### config.mk
export PLATFORM = sky130hd
export DESIGN_NAME = apb_fsm_controller
export DESIGN_NICKNAME = d
export VERILOG_FILES = /design/src/rtl/bridge_pkg.sv /design/src/rtl/apb_fsm_controller.sv
export SDC_FILE = /design/constraint.sdc
export NUM_CORES = 1
export LEC_CHECK = 0
export ABC_AREA = 1
export CORE_ASPECT_RATIO = 0.8
export CORE_MARGIN = 2
export CORE_UTILIZATION = 45
export DETAILED_ROUTE_END_ITERATION = 12
export PLACE_DENSITY_LB_ADDON = 0.08
export SETUP_SLACK_MARGIN = 0.02
export SLEW_MARGIN = 20
export SYNTH_ARGS = -nofsm -noshare
export SYNTH_HDL_FRONTEND = slang
export SYNTH_SLANG_ARGS = --single-unit
### constraint.sdc
create_clock -name HCLK -period 3.1 [get_ports HCLK]
set_input_delay 0.62 -clock HCLK [delete_from_list [all_inputs] [get_ports HCLK]]
set_output_delay 0.62 -clock HCLK [all_outputs]
set_load 0.005 [all_outputs]
### src/rtl/bridge_pkg.sv
// bridge_pkg: shared state encoding, default widths and peripheral map for the AHB2APB bridge.
package bridge_pkg;

    typedef enum logic [2:0] {
        IDLE,
        WWAIT,
        READ,
        RENABLE,
        WRITE,
        WENABLE,
        WRITEP,
        WENABLEP
    } state_t;

    localparam int ADDR_W_DEF = 32;
    localparam int DATA_W_DEF = 32;
    localparam int NSEL_DEF   = 3;

    localparam logic [31:0] PERIPH0_BASE = 32'h4000_0000;
    localparam logic [31:0] PERIPH1_BASE = 32'h4000_1000;
    localparam logic [31:0] PERIPH2_BASE = 32'h4000_2000;
    localparam logic [31:0] REGION_TOP   = 32'h4000_FFFF;

    // Only the 4 KB windows up to the last peripheral base carry a real select.
    function automatic logic sel_in_range(input logic [3:0] nib);
        return nib <= PERIPH2_BASE[15:12];
    endfunction

endpackage

### src/rtl/apb_fsm_controller.sv
// apb_fsm_controller: sequences APB setup/enable phases for AHB transfers,
// with one pending transfer accepted behind a posted write.
module apb_fsm_controller
    import bridge_pkg::*;
#(
    parameter int ADDR_W = ADDR_W_DEF,
    parameter int DATA_W = DATA_W_DEF,
    parameter int NSEL   = NSEL_DEF
) (
    input  logic              HCLK,
    input  logic              HRESETn,
    input  logic              valid,
    input  logic              HWRITE,
    input  logic [ADDR_W-1:0] HADDR,
    input  logic [DATA_W-1:0] HWDATA,
    input  logic [NSEL-1:0]   TEMP_SEL,
    output logic [NSEL-1:0]   PSEL,
    output logic              PENABLE,
    output logic              PWRITE,
    output logic [ADDR_W-1:0] PADDR,
    output logic [DATA_W-1:0] PWDATA,
    output logic              HREADYout
);

    state_t            r_state, w_state_nxt;
    logic [ADDR_W-1:0] r_addr, r_addr_p, w_addr_d;
    logic [NSEL-1:0]   r_sel, r_sel_p, w_sel_d, w_sel_in;
    logic              r_dir, r_dir_p, w_dir_d;
    logic [DATA_W-1:0] r_data, w_data_d;
    logic              w_acc, w_cap, w_cap_p;
    logic [NSEL-1:0]   r_psel, w_psel;
    logic              r_penable, w_penable, r_pwrite, w_pwrite, r_hready, w_hready;
    logic [ADDR_W-1:0] r_paddr, w_paddr;
    logic [DATA_W-1:0] r_pwdata, w_pwdata;

    assign w_acc    = valid & r_hready;
    assign w_cap    = w_acc & (r_state != WWAIT);
    assign w_cap_p  = w_acc & (r_state == WWAIT);
    assign w_sel_in = sel_in_range(HADDR[15:12]) ? TEMP_SEL : '0;

    assign PSEL      = r_psel;
    assign PENABLE   = r_penable;
    assign PWRITE    = r_pwrite;
    assign PADDR     = r_paddr;
    assign PWDATA    = r_pwdata;
    assign HREADYout = r_hready;

    always_ff @(posedge HCLK or negedge HRESETn) begin
        if (!HRESETn)
            r_state <= IDLE;
        else
            r_state <= w_state_nxt;
    end

    always_comb begin
        w_state_nxt = IDLE;
        case (r_state)
            IDLE, RENABLE, WENABLE: w_state_nxt = w_acc ? (HWRITE ? WWAIT : READ) : IDLE;
            WWAIT:                  w_state_nxt = w_acc ? WRITEP : WRITE;
            READ:                   w_state_nxt = RENABLE;
            WRITE:                  w_state_nxt = WENABLE;
            WRITEP:                 w_state_nxt = WENABLEP;
            WENABLEP:               w_state_nxt = r_dir_p ? WRITE : READ;
            default:                w_state_nxt = IDLE;
        endcase
    end

    // Next values of the active transfer registers; the setup outputs load from these
    // so a transfer captured on this edge is already on the APB bus next cycle.
    always_comb begin
        w_addr_d = r_addr;
        w_sel_d  = r_sel;
        w_dir_d  = r_dir;
        w_data_d = r_data;
        if (w_cap) begin
            w_addr_d = HADDR;
            w_sel_d  = w_sel_in;
            w_dir_d  = HWRITE;
        end
        if (r_state == WENABLEP) begin
            w_addr_d = r_addr_p;
            w_sel_d  = r_sel_p;
            w_dir_d  = r_dir_p;
        end
        if (r_state == WWAIT || (r_state == WENABLEP && r_dir_p))
            w_data_d = HWDATA;
    end

    always_comb begin
        w_psel    = r_psel;
        w_penable = 1'b0;
        w_pwrite  = r_pwrite;
        w_paddr   = r_paddr;
        w_pwdata  = r_pwdata;
        w_hready  = 1'b1;
        case (w_state_nxt)
            READ: begin
                w_psel   = w_sel_d;
                w_paddr  = w_addr_d;
                w_pwrite = 1'b0;
                w_hready = 1'b0;
            end
            WRITE, WRITEP: begin
                w_psel   = w_sel_d;
                w_paddr  = w_addr_d;
                w_pwdata = w_data_d;
                w_pwrite = 1'b1;
                w_hready = 1'b0;
            end
            RENABLE, WENABLE: w_penable = 1'b1;
            WENABLEP: begin
                w_penable = 1'b1;
                w_hready  = 1'b0;
            end
            default: w_psel = '0;
        endcase
    end

    always_ff @(posedge HCLK or negedge HRESETn) begin
        if (!HRESETn) begin
            r_addr    <= '0;
            r_sel     <= '0;
            r_dir     <= 1'b0;
            r_data    <= '0;
            r_addr_p  <= '0;
            r_sel_p   <= '0;
            r_dir_p   <= 1'b0;
            r_psel    <= '0;
            r_penable <= 1'b0;
            r_pwrite  <= 1'b0;
            r_paddr   <= '0;
            r_pwdata  <= '0;
            r_hready  <= 1'b1;
        end else begin
            r_addr    <= w_addr_d;
            r_sel     <= w_sel_d;
            r_dir     <= w_dir_d;
            r_data    <= w_data_d;
            if (w_cap_p) begin
                r_addr_p <= HADDR;
                r_sel_p  <= w_sel_in;
                r_dir_p  <= HWRITE;
            end
            r_psel    <= w_psel;
            r_penable <= w_penable;
            r_pwrite  <= w_pwrite;
            r_paddr   <= w_paddr;
            r_pwdata  <= w_pwdata;
            r_hready  <= w_hready;
        end
    end

endmodule

==> impl_metrics.yaml <==
run_status:
  status: "complete, no violations"
floorplan:
  rows: 38
  dieArea_sq_um: 14600
  die_x_um: 134
  coreArea_sq_um: 13500
  boundaryPins: 141
  start_util: 0.456
  fp.dieH_um: 108
cts:
  cts_setup_buffers: 0
  cts_buffer_depth: 2
  h-tree-depth: 4
  holdBufCountCts: 0
  root_buffer: "clkbuf_16"
  cts_resized: 0
  clk-insertion-delay-late_ns: 0.42
  cts.sinks: 144
  clk_pin_slew_worst_paths_ns: 0.05
  cts_tree: "built"
  numCtsBuffers: 17
yosys:
  synth_top_cell_by_area: "dfrtp_1"
  yosys-top-cells-area: "dfrtp_1, nand2_1, mux2_2, nand3b_1, nand3_1"
  syn-cell-area_sq_um: 6130
  yosysMostFrequentCell: "nand2_1"
  synth_nets: 744
  postSynth.asyncResetShare: 1.00
  synth-warning-count: 0
  syn_inst: 673
  netlist.area_leader.share: 0.584
  synth_cell_types: 29
  synth.avg_cell_area_sq_um: 9.11
  synth-seq-cells: 144
  synth_edf_count: 0
  yosys-top-cells-count: "nand2_1, dfrtp_1, nand3_1"
  synth-main-ff-cell: "dfrtp_1"
  ys_seq_area_frac: 0.588
power:
  internal_power_uw: 5930
  power_switching_uw: 3230
  power_frac_comb: 0.415
  clockPowerShare: 0.221
  leakagePower_uw: 0.00408
  seq_power_share: 0.364
  p_sw_frac: 0.353
  power.total_uw: 9160
  pwr_density_cell_nw_per_um2: 1110
  max-vdd-ir-drop_mv: 0.538
routing:
  drtIter0Drc: 277
  drtAntennaViolNets: 0
  drt_pass1_iterations: 4
  drt-vias-per-instance: 4.84
  via_count: 4834
  wl_per_cell_um: 14.8
  drc: 0
  totalWireLength_mm: 14.8
run:
  maxCapViolCount: 0
timing:
  fin_tns_setup_ns: 0
  grt_setup_unrepaired: "false"
  slew_headroom: 0.492
  max_freq_ghz: 0.462
  finalCritPeriodShare: 0.699
  worst_slew_pin_slew_ns: 0.761
  layout_min_cycle_time_ns: 2.17
  whs_ns: 0.192
  finalHoldViolCount: 0
  setup_viol: 0
  finalClockSkew_ns: 0.00585
  finalMaxSlewViolations: 0
finish:
  diodes: 0
  multi_input_area_sq_um: 2170
  drive_above_1_share: 0.0929
  areaGrowthSynthToFinish_pct: 34.6
  nets: 878
  instances_no_fill: 998
  ff_latch_area_sq_um: 3600
  fin_area_sq_um: 8250
  fillerInstances: 1112
placed_design:
  dpl_cell_area_sq_um: 7670
  gp_congestion: 0.731
  hpwl_mm: 9.32
  dpl.cell_count: 968
  io_buffers: 140
global_route:
  grt_max_degree: 86
  grt_overflow: 0
  track_usage: 0.219
  grt_pass1_vias: 4806
  antenna_found_initial: 0
  grt_pass1_wl_mm: 24.3
setup_path:
  end_kind: "flop"
  arrival_ns: 2.45
  critPathKind: "in -> reg"
  start_kind: "input port"
  cp.required_ns: 3.38
  cp_max_fo: 18
worst_hold_path:
  min-delay-path-class: "in -> async"
worst max-delay path: stages:
cell             delay, ns
clkdlybuf4s50_1       0.47
nand2_1               0.17
nor2_1                0.18
inv_1                 0.07
nand4_1               0.08
nand3_2               0.34
buf_4                 0.36
nand2_1               0.10
nand2_1               0.05
path summary, 6_finish.rpt:
kind,start,endpoint,slack [ns],depth (start not counted)
max,valid,PWRITE$_DFFE_PN0P_,0.93,9
min,HRESETn,r_addr_p[18]$_DFFE_PN0P_,0.19,2
max reg2reg,r_state[1]$_DFF_PN0_,PWRITE$_DFFE_PN0P_,0.94,7
min reg2reg,PWDATA[11]$_DFFE_PN0P_,PWDATA[11]$_DFFE_PN0P_,0.47,2
max in group asynchronous,HRESETn,PWDATA[0]$_DFFE_PN0P_,2.23,2
min in group HCLK,PWDATA[11]$_DFFE_PN0P_,PWDATA[11]$_DFFE_PN0P_,0.47,2
metrics by stage:
stage          setup WS [ns]  utilization
2_1_floorplan           1.46            -
3_3_place_gp           0.581        0.570
3_5_place_dp           0.515        0.570
4_1_cts                0.892        0.613
5_1_grt                0.739        0.613
6_report               0.935        0.613
flip-flops by register name, summed over array words and instances (netlist names):
signal     flops
r_dir_p        1
PENABLE        1
PWDATA        32
PWRITE         1
r_state        3
r_addr_p      32
PADDR         32
r_sel          3
HREADYout      1
r_addr        32
PSEL           3
r_sel_p        3
power groups by stage:
stage / combinational [uW] / sequential [uW] / clock [uW]
2_1_floorplan: 2220 / 3310 / 0
3_3_place_gp: 3750 / 3320 / 0
3_5_place_dp: 3850 / 3350 / 0
4_1_cts: 3860 / 3340 / 2060
5_1_grt: 4320 / 3450 / 2170
6_report: 3800 / 3330 / 2020
per-layer routing:
metal	global-route usage	vias to the layer above	share of wire
met3	0.0666	10	0.072
met4	0.0932	0	0.0094
met2	0.329	135	0.45
li1	-	2361	-
met5	0	-	0
met1	0.296	2328	0.47
cell usage in the layout (no fill, tap or decap), types with 2 or more instances in the layout:
cell type and n:
mux2_1 5, o21ai_1 2, inv_2 3, clkbuf_16 17, nand2_1 317, buf_12 2
nand3_1 44, clkdlybuf4s50_1 139, clkbuf_1 4, mux2_2 25, bufinv_16 3, nand3_2 3
clkbuf_8 2, inv_1 43, clkinv_2 4, o21a_1 5, buf_4 8, nor2_1 5
nand3b_1 30, nor2_4 2, dfrtp_1 143
cells by family (layout without fill, tap and decap cells):
kind of cell / Yosys count / in the layout / synth area share
muxes: 30 / 30 / 0.0551
DFF: 144 / 144 / 0.588
buffers and inverters: 81 / 226 / 0.0594
and+or+nand+nor: 405 / 405 / 0.283
AOI/OAI and AO/OA: 13 / 13 / 0.0149
layout make-up:
type,instances,area share
Clock inverter,7,0.0133
Timing Repair Buffer,150,0.182
Sequential cell,144,0.437
Tap cell,180,0.0273
Inverter,46,0.0209
Clock buffer,23,0.0567
Multi-Input combinational cell,448,0.263
Power figures use the tool's default switching activity.
